==> config.mk <==
export PLATFORM = sky130hd
export DESIGN_NAME = multicycle_control_fsm
export DESIGN_NICKNAME = d
export VERILOG_FILES = /design/src/rtl/core_ctrl_pkg.sv /design/src/rtl/mem_wait_timer.sv /design/src/rtl/multicycle_control_fsm.sv
export SDC_FILE = /design/constraint.sdc
export NUM_CORES = 1
export LEC_CHECK = 0
export ABC_AREA = 1
export ABC_CLOCK_PERIOD_IN_PS = 5200
export BUFFER_PORTS_ARGS = -buffer_cell sky130_fd_sc_hd__buf_2
export CORE_MARGIN = 3
export CORE_UTILIZATION = 37
export CTS_CLUSTER_DIAMETER = 40
export DETAILED_ROUTE_END_ITERATION = 8
export GPL_ROUTABILITY_DRIVEN = 0
export GPL_TIMING_DRIVEN = 0
export HOLD_SLACK_MARGIN = 0.02
export PLACE_DENSITY = 0.64
export SLEW_MARGIN = 20
export SYNTH_ARGS = -nofsm -noshare
export SYNTH_HDL_FRONTEND = slang
export SYNTH_SLANG_ARGS = --single-unit
==> constraint.sdc <==
create_clock -name clk -period 5.2 [get_ports clk]
set_input_delay 0.78 -clock clk [delete_from_list [all_inputs] [get_ports clk]]
set_output_delay 0.78 -clock clk [all_outputs]
set_load 0.01 [all_outputs]
==> src/rtl/core_ctrl_pkg.sv <==
// Shared definitions for the multi-cycle RV32I control path.
//   - state_t      : main controller state encoding
//   - OP_*         : the opcodes the controller dispatches on
//   - ALUOP_*, SRCA_*, SRCB_*, RES_* : datapath mux / ALU-control encodings
//   - is_mem_wait_state() : states that issue a memory request and may wait
package core_ctrl_pkg;

    typedef enum logic [3:0] {
        IDLE,
        FETCH,
        DECODE,
        EXEC_R,
        EXEC_I,
        ALU_WB,
        MEM_ADR,
        MEM_RD,
        MEM_WB,
        MEM_WR,
        BRANCH,
        FAULT
    } state_t;

    localparam logic [6:0] OP_R   = 7'b0110011;
    localparam logic [6:0] OP_I   = 7'b0010011;
    localparam logic [6:0] OP_LW  = 7'b0000011;
    localparam logic [6:0] OP_SW  = 7'b0100011;
    localparam logic [6:0] OP_BEQ = 7'b1100011;

    localparam logic [1:0] ALUOP_ADD   = 2'b00;
    localparam logic [1:0] ALUOP_SUB   = 2'b01;
    localparam logic [1:0] ALUOP_FUNCT = 2'b10;

    localparam logic [1:0] SRCA_PC    = 2'b00;
    localparam logic [1:0] SRCA_OLDPC = 2'b01;
    localparam logic [1:0] SRCA_RS1   = 2'b10;

    localparam logic [1:0] SRCB_RS2  = 2'b00;
    localparam logic [1:0] SRCB_IMM  = 2'b01;
    localparam logic [1:0] SRCB_FOUR = 2'b10;

    localparam logic [1:0] RES_ALUOUT  = 2'b00;
    localparam logic [1:0] RES_MEMDATA = 2'b01;
    localparam logic [1:0] RES_ALURES  = 2'b10;

    function automatic logic is_mem_wait_state(state_t s);
        return (s == FETCH) || (s == MEM_RD) || (s == MEM_WR);
    endfunction

endpackage

==> src/rtl/mem_wait_timer.sv <==
// Memory wait-state counter with timeout detect.
//   clk, reset : core clock, async active-high reset
//   clear      : zero the counter (entry into a memory-wait state)
//   req, ready : memory request valid / memory completes this cycle
//   expired    : request still pending on its last allowed cycle
module mem_wait_timer #(
    parameter int TIMEOUT = 16
) (
    input  logic clk,
    input  logic reset,
    input  logic clear,
    input  logic req,
    input  logic ready,
    output logic expired
);

    localparam int CW = (TIMEOUT > 1) ? $clog2(TIMEOUT) : 1;

    logic [CW-1:0] cnt;

    // Never needs to count past TIMEOUT-1: expiry sends the controller
    // to a state that stops requesting.
    always_ff @(posedge clk or posedge reset) begin
        if (reset)
            cnt <= '0;
        else if (clear)
            cnt <= '0;
        else if (req && !ready)
            cnt <= cnt + CW'(1);
    end

    // A completing transfer on the final cycle is not a timeout.
    assign expired = req && !ready && (cnt == CW'(TIMEOUT - 1));

endmodule

==> src/rtl/multicycle_control_fsm.sv <==
// Main control FSM of the multi-cycle RV32I core.
//   clk, reset          : core clock, async active-high reset
//   Opcode              : IR[6:0], looked at only in DECODE
//   Zero                : ALU zero flag, looked at only in BRANCH
//   MemReady            : memory completes the current request
//   MemReq/MemWrite/AdrSrc           : unified memory port control
//   IRWrite/PCWrite/RegWrite         : architectural write enables
//   ALUSrcA/ALUSrcB/ALUOp/ResultSrc  : datapath steering
//   Fault               : sticky illegal-opcode / memory-timeout flag
//   InstrCount          : retired instruction count (wraps)
module multicycle_control_fsm
    import core_ctrl_pkg::*;
#(
    parameter int TIMEOUT = 16,
    parameter int CNT_W   = 32
) (
    input  logic             clk,
    input  logic             reset,
    input  logic [6:0]       Opcode,
    input  logic             Zero,
    input  logic             MemReady,
    output logic             MemReq,
    output logic             MemWrite,
    output logic             AdrSrc,
    output logic             IRWrite,
    output logic             PCWrite,
    output logic             RegWrite,
    output logic [1:0]       ALUSrcA,
    output logic [1:0]       ALUSrcB,
    output logic [1:0]       ALUOp,
    output logic [1:0]       ResultSrc,
    output logic             Fault,
    output logic [CNT_W-1:0] InstrCount
);

    state_t state, next_state;
    logic   is_store;
    logic   timeout;
    logic   wait_clear;
    logic   retire;

    // Load/store choice is captured in DECODE so MEM_ADR does not depend
    // on Opcode staying stable.
    always_ff @(posedge clk or posedge reset) begin
        if (reset) begin
            state      <= IDLE;
            is_store   <= 1'b0;
            InstrCount <= '0;
        end else begin
            state <= next_state;
            if (state == DECODE)
                is_store <= (Opcode == OP_SW);
            if (retire)
                InstrCount <= InstrCount + CNT_W'(1);
        end
    end

    // Restart the wait budget each time a memory-wait state is entered.
    assign wait_clear = (next_state != state) && is_mem_wait_state(next_state);

    mem_wait_timer #(
        .TIMEOUT (TIMEOUT)
    ) u_timer (
        .clk     (clk),
        .reset   (reset),
        .clear   (wait_clear),
        .req     (MemReq),
        .ready   (MemReady),
        .expired (timeout)
    );

    assign retire = (state == ALU_WB) || (state == MEM_WB) || (state == BRANCH) ||
                    ((state == MEM_WR) && MemReady);

    always_comb begin
        next_state = state;
        MemReq     = 1'b0;
        MemWrite   = 1'b0;
        AdrSrc     = 1'b0;
        IRWrite    = 1'b0;
        PCWrite    = 1'b0;
        RegWrite   = 1'b0;
        ALUSrcA    = SRCA_PC;
        ALUSrcB    = SRCB_RS2;
        ALUOp      = ALUOP_ADD;
        ResultSrc  = RES_ALUOUT;
        Fault      = 1'b0;
        case (state)
            IDLE: next_state = FETCH;
            FETCH: begin
                MemReq  = 1'b1;
                ALUSrcA = SRCA_PC;
                ALUSrcB = SRCB_FOUR;
                ALUOp   = ALUOP_ADD;
                if (MemReady) begin
                    IRWrite    = 1'b1;
                    PCWrite    = 1'b1;
                    next_state = DECODE;
                end else if (timeout) begin
                    next_state = FAULT;
                end
            end
            DECODE: begin
                // Branch target (OldPC + imm) lands in ALUOut here.
                ALUSrcA = SRCA_OLDPC;
                ALUSrcB = SRCB_IMM;
                ALUOp   = ALUOP_ADD;
                case (Opcode)
                    OP_R:          next_state = EXEC_R;
                    OP_I:          next_state = EXEC_I;
                    OP_LW, OP_SW:  next_state = MEM_ADR;
                    OP_BEQ:        next_state = BRANCH;
                    default:       next_state = FAULT;
                endcase
            end
            EXEC_R: begin
                ALUSrcA    = SRCA_RS1;
                ALUSrcB    = SRCB_RS2;
                ALUOp      = ALUOP_FUNCT;
                next_state = ALU_WB;
            end
            EXEC_I: begin
                ALUSrcA    = SRCA_RS1;
                ALUSrcB    = SRCB_IMM;
                ALUOp      = ALUOP_FUNCT;
                next_state = ALU_WB;
            end
            ALU_WB: begin
                RegWrite   = 1'b1;
                ResultSrc  = RES_ALUOUT;
                next_state = FETCH;
            end
            MEM_ADR: begin
                ALUSrcA    = SRCA_RS1;
                ALUSrcB    = SRCB_IMM;
                ALUOp      = ALUOP_ADD;
                next_state = is_store ? MEM_WR : MEM_RD;
            end
            MEM_RD: begin
                MemReq = 1'b1;
                AdrSrc = 1'b1;
                if (MemReady)
                    next_state = MEM_WB;
                else if (timeout)
                    next_state = FAULT;
            end
            MEM_WB: begin
                RegWrite   = 1'b1;
                ResultSrc  = RES_MEMDATA;
                next_state = FETCH;
            end
            MEM_WR: begin
                MemReq   = 1'b1;
                MemWrite = 1'b1;
                AdrSrc   = 1'b1;
                if (MemReady)
                    next_state = FETCH;
                else if (timeout)
                    next_state = FAULT;
            end
            BRANCH: begin
                ALUSrcA    = SRCA_RS1;
                ALUSrcB    = SRCB_RS2;
                ALUOp      = ALUOP_SUB;
                ResultSrc  = RES_ALUOUT;
                PCWrite    = Zero;
                next_state = FETCH;
            end
            FAULT: Fault = 1'b1;
            default: next_state = FAULT;
        endcase
    end

endmodule

==> results.sh <==
export IMPL_status="finished, final reports clean"
export IMPL_finalWorstSetupSlack_ns=2.81
export IMPL_setup_viol=0
export IMPL_yosysTopAreaCell="dfrtp_1"
export IMPL_worst_setup_path_end_kind="output pin"
export IMPL_cp_startpoint="state[3]$_DFF_PP0_"
export IMPL_final_core_util_pct=46.5
export IMPL_synth_seq_cells=41
export IMPL_antenna_cells=0
export IMPL_ys_seq_area_share_pct=41.1
export IMPL_critPathArrivalTime_ns=1.61
export IMPL_ir_worst_vdd_uv=119
export IMPL_crit_chain="nor2_1, inv_1, nor2_1, nand2_1, nand2_1, buf_2"
export IMPL_grt_pass1_wl_mm=9.91
export IMPL_dpl_worst_slack_ns=3.06
export IMPL_critPathMaxStageDelay_ns=0.47
export IMPL_layout_drive_gt1_share_pct=22.4
export IMPL_cts_tree="done"
export IMPL_relSlewSlack_pct=65.5
export IMPL_yosysWarnings=0
export IMPL_met1_length_mm=2.60
export IMPL_num_vias=2254
export IMPL_syn_nets=341
export IMPL_top_layer="met4"
export IMPL_power_total_mw=0.563
export IMPL_die_area_mm2=0.00777
export IMPL_leakagePower_nw=1.59
export IMPL_synth_area_leaders="dfrtp_1, nand2_1, xor2_1"
export IMPL_postRouteAntennaNets=0
export IMPL_report_final_slew_viol_count=0
export IMPL_grt_antenna_before_repair=0
export IMPL_num_rows=29
export IMPL_hold_viol_final=0
export IMPL_insertion_delay_ns=0.29
export IMPL_chipWidth_um=88.2
export IMPL_grt_max_degree=23
export IMPL_fmaxAchievable_ghz=0.419
export IMPL_fin_crit_sh_pct=45.9
export IMPL_dr_first_iter_drc_count=87
export IMPL_worst_pin_slew_ns=0.516
export IMPL_placed_cells=462
export IMPL_maxCapViolations=0
export IMPL_r2r_slack_ns=3.16
export IMPL_avgSynthCellArea_um2=7.61
export IMPL_die_y_um=88.2
export IMPL_stdcell_count=470
export IMPL_post_route_min_period_ns=2.39
export IMPL_cts_root_buffer_cell="clkbuf_8"
export IMPL_nNetsFinal=405
export IMPL_async_reset_ff_share_pct=100
export IMPL_fillers=674
export IMPL_fin_setup_tns_ns=0
export IMPL_fin_worst_skew_ns=0.0101
export IMPL_hold_class="register to register"
export IMPL_reg2reg_depth=10
export IMPL_routedWlPerCell_um=11.9
export IMPL_hold_buffers=0
export IMPL_ios=58
export IMPL_dr_wl_met2_mm=2.58
export IMPL_synth_distinct_cells=32
export IMPL_grt_ovfl_total=0
export IMPL_firstDrtPassIters=4
export IMPL_clk_path_buf_depth=2
export IMPL_cpMaxStageDelayCell="dfrtp_1"
export IMPL_grt_pass1_vias=2202
export IMPL_stdcell_area_mm2=0.00300
export IMPL_start_kind="register"
export IMPL_powerDensity_mw_per_mm2=187
export IMPL_post_cts_buffers=0
export IMPL_rsz0062_at_grt="false"
export IMPL_r2r_start="state[0]$_DFF_PP0_"
export IMPL_area_delta_synth_final_pct=20.2
export IMPL_cp_required_ns=4.42
export IMPL_netlist_area_mm2=0.00250
export IMPL_synth_top_area_share_pct=41.1
export IMPL_core_area_mm2=0.00646
export IMPL_place_hpwl_mm=4.43
export IMPL_htreeDepth=2
export IMPL_crit_end="PCWrite"
export IMPL_synth_cells=328
export IMPL_drc=0
export IMPL_synth_enable_flop_cells=0
export IMPL_synthTopCellsByCount="nand2_1, nor2_1, dfrtp_1, inv_1, xor2_1"
export IMPL_initial_core_util_pct=38.7
export IMPL_criticalPathCategory="register to output pin"
export IMPL_vias_per_cell=4.80
export IMPL_path_clk_slew_ns=0.08
export IMPL_reg2reg_to="u_timer.cnt[2]$_DFFE_PP0P_"
export IMPL_synthFlopType="dfrtp_1"
export IMPL_grt_usage_pct=15.9
export IMPL_wl_met3_um=332
export IMPL_io_buffers=56
export IMPL_whs_ns=0.495
export IMPL_yosysMostFrequentCell="nand2_1"
export IMPL_placed_area_mm2=0.00290
export IMPL_wirelength_mm=5.60
export IMPL_cts_resized=0
export IMPL_cp_max_fo=7
export IMPL_cts_num_sinks=41
export IMPL_cts_buffers=5
## worst max-delay path, delay by kind of cell (launching register included)
kind / cells / cell delay [ns]
flip-flops: 1 / 0.47
AND/OR/NAND/NOR: 4 / 0.66
buffers and inverters: 2 / 0.20
## cells by family after synthesis
logic type | Yosys count | synth area share [%]
other | 1 | 0.150
DFF | 41 | 41.1
adders and majority gates | 2 | 1.00
and+or+nand+nor | 190 | 35.2
buffers and inverters | 46 | 7.62
AOI/OAI and AO/OA | 18 | 4.41
xor gates and xnor gates | 30 | 10.5
## power breakdown
group	switching, mW	leakage, nW	total, mW	internal (mW)
clock	0.107	0.0542	0.227	0.120
sequential	0	0.500	0.319	0.319
combinational	0.0111	1.04	0.0174	0.00631
## state kept, by name, indices dropped and copies added (netlist names)
register,flops
InstrCount,32
state,4
u_timer.cnt,4
is_store,1
## how the worst min path moves through the flow
stage | from | endpoint | cells past startpoint
6_report | InstrCount[7]$_DFFE_PP0P_ | InstrCount[7]$_DFFE_PP0P_ | 1
5_1_grt | InstrCount[7]$_DFFE_PP0P_ | InstrCount[7]$_DFFE_PP0P_ | 1
4_1_cts | InstrCount[7]$_DFFE_PP0P_ | InstrCount[7]$_DFFE_PP0P_ | 1
3_5_place_dp | InstrCount[7]$_DFFE_PP0P_ | InstrCount[7]$_DFFE_PP0P_ | 1
3_3_place_gp | InstrCount[3]$_DFFE_PP0P_ | InstrCount[3]$_DFFE_PP0P_ | 1
2_1_floorplan | InstrCount[3]$_DFFE_PP0P_ | InstrCount[3]$_DFFE_PP0P_ | 1
## cells in the final DEF, fill, tap and decap left out, types with 2 or more instances in the layout
| master | instances |
|---|---|
| clkbuf_8 | 7 |
| buf_2 | 56 |
| dfrtp_1 | 41 |
| xor2_1 | 21 |
| xnor2_1 | 9 |
| nor3_1 | 7 |
| inv_2 | 4 |
| inv_1 | 39 |
| nand3_2 | 2 |
| nand2_1 | 90 |
| ha_1 | 2 |
| nor2_1 | 46 |
| nand2_2 | 4 |
| o21ai_0 | 7 |
| nand3_1 | 19 |
| a21oi_1 | 7 |
| nand2_4 | 3 |
| nor2_4 | 2 |
| nand4_1 | 9 |
| nor3b_1 | 2 |
## metal layers
| layer | GRT usage, % | vias to the layer above |
|---|---|---|
| met1 | 20.4 | 1030 |
| met2 | 27.1 | 67 |
| met3 | 3.29 | 7 |
| met4 | 4.26 | 0 |
| met5 | 0 | - |
| li1 | - | 1150 |
## final cells by class
| type | count | area (µm²) | share of cell area [%] |
|---|---|---|---|
| flip-flops and latches | 41 | 1030 | 34.2 |
| multi-input cells | 241 | 1280 | 42.7 |
| clock buffers | 7 | 96.3 | 3.21 |
| plain buffers | 2 | 22.5 | 0.750 |
| repair buffers | 57 | 308 | 10.2 |
| clock inverters | 1 | 5.00 | 0.167 |
| well taps | 77 | 96.3 | 3.21 |
| inverters | 44 | 168 | 5.58 |
Power figures use the tool's default switching activity.
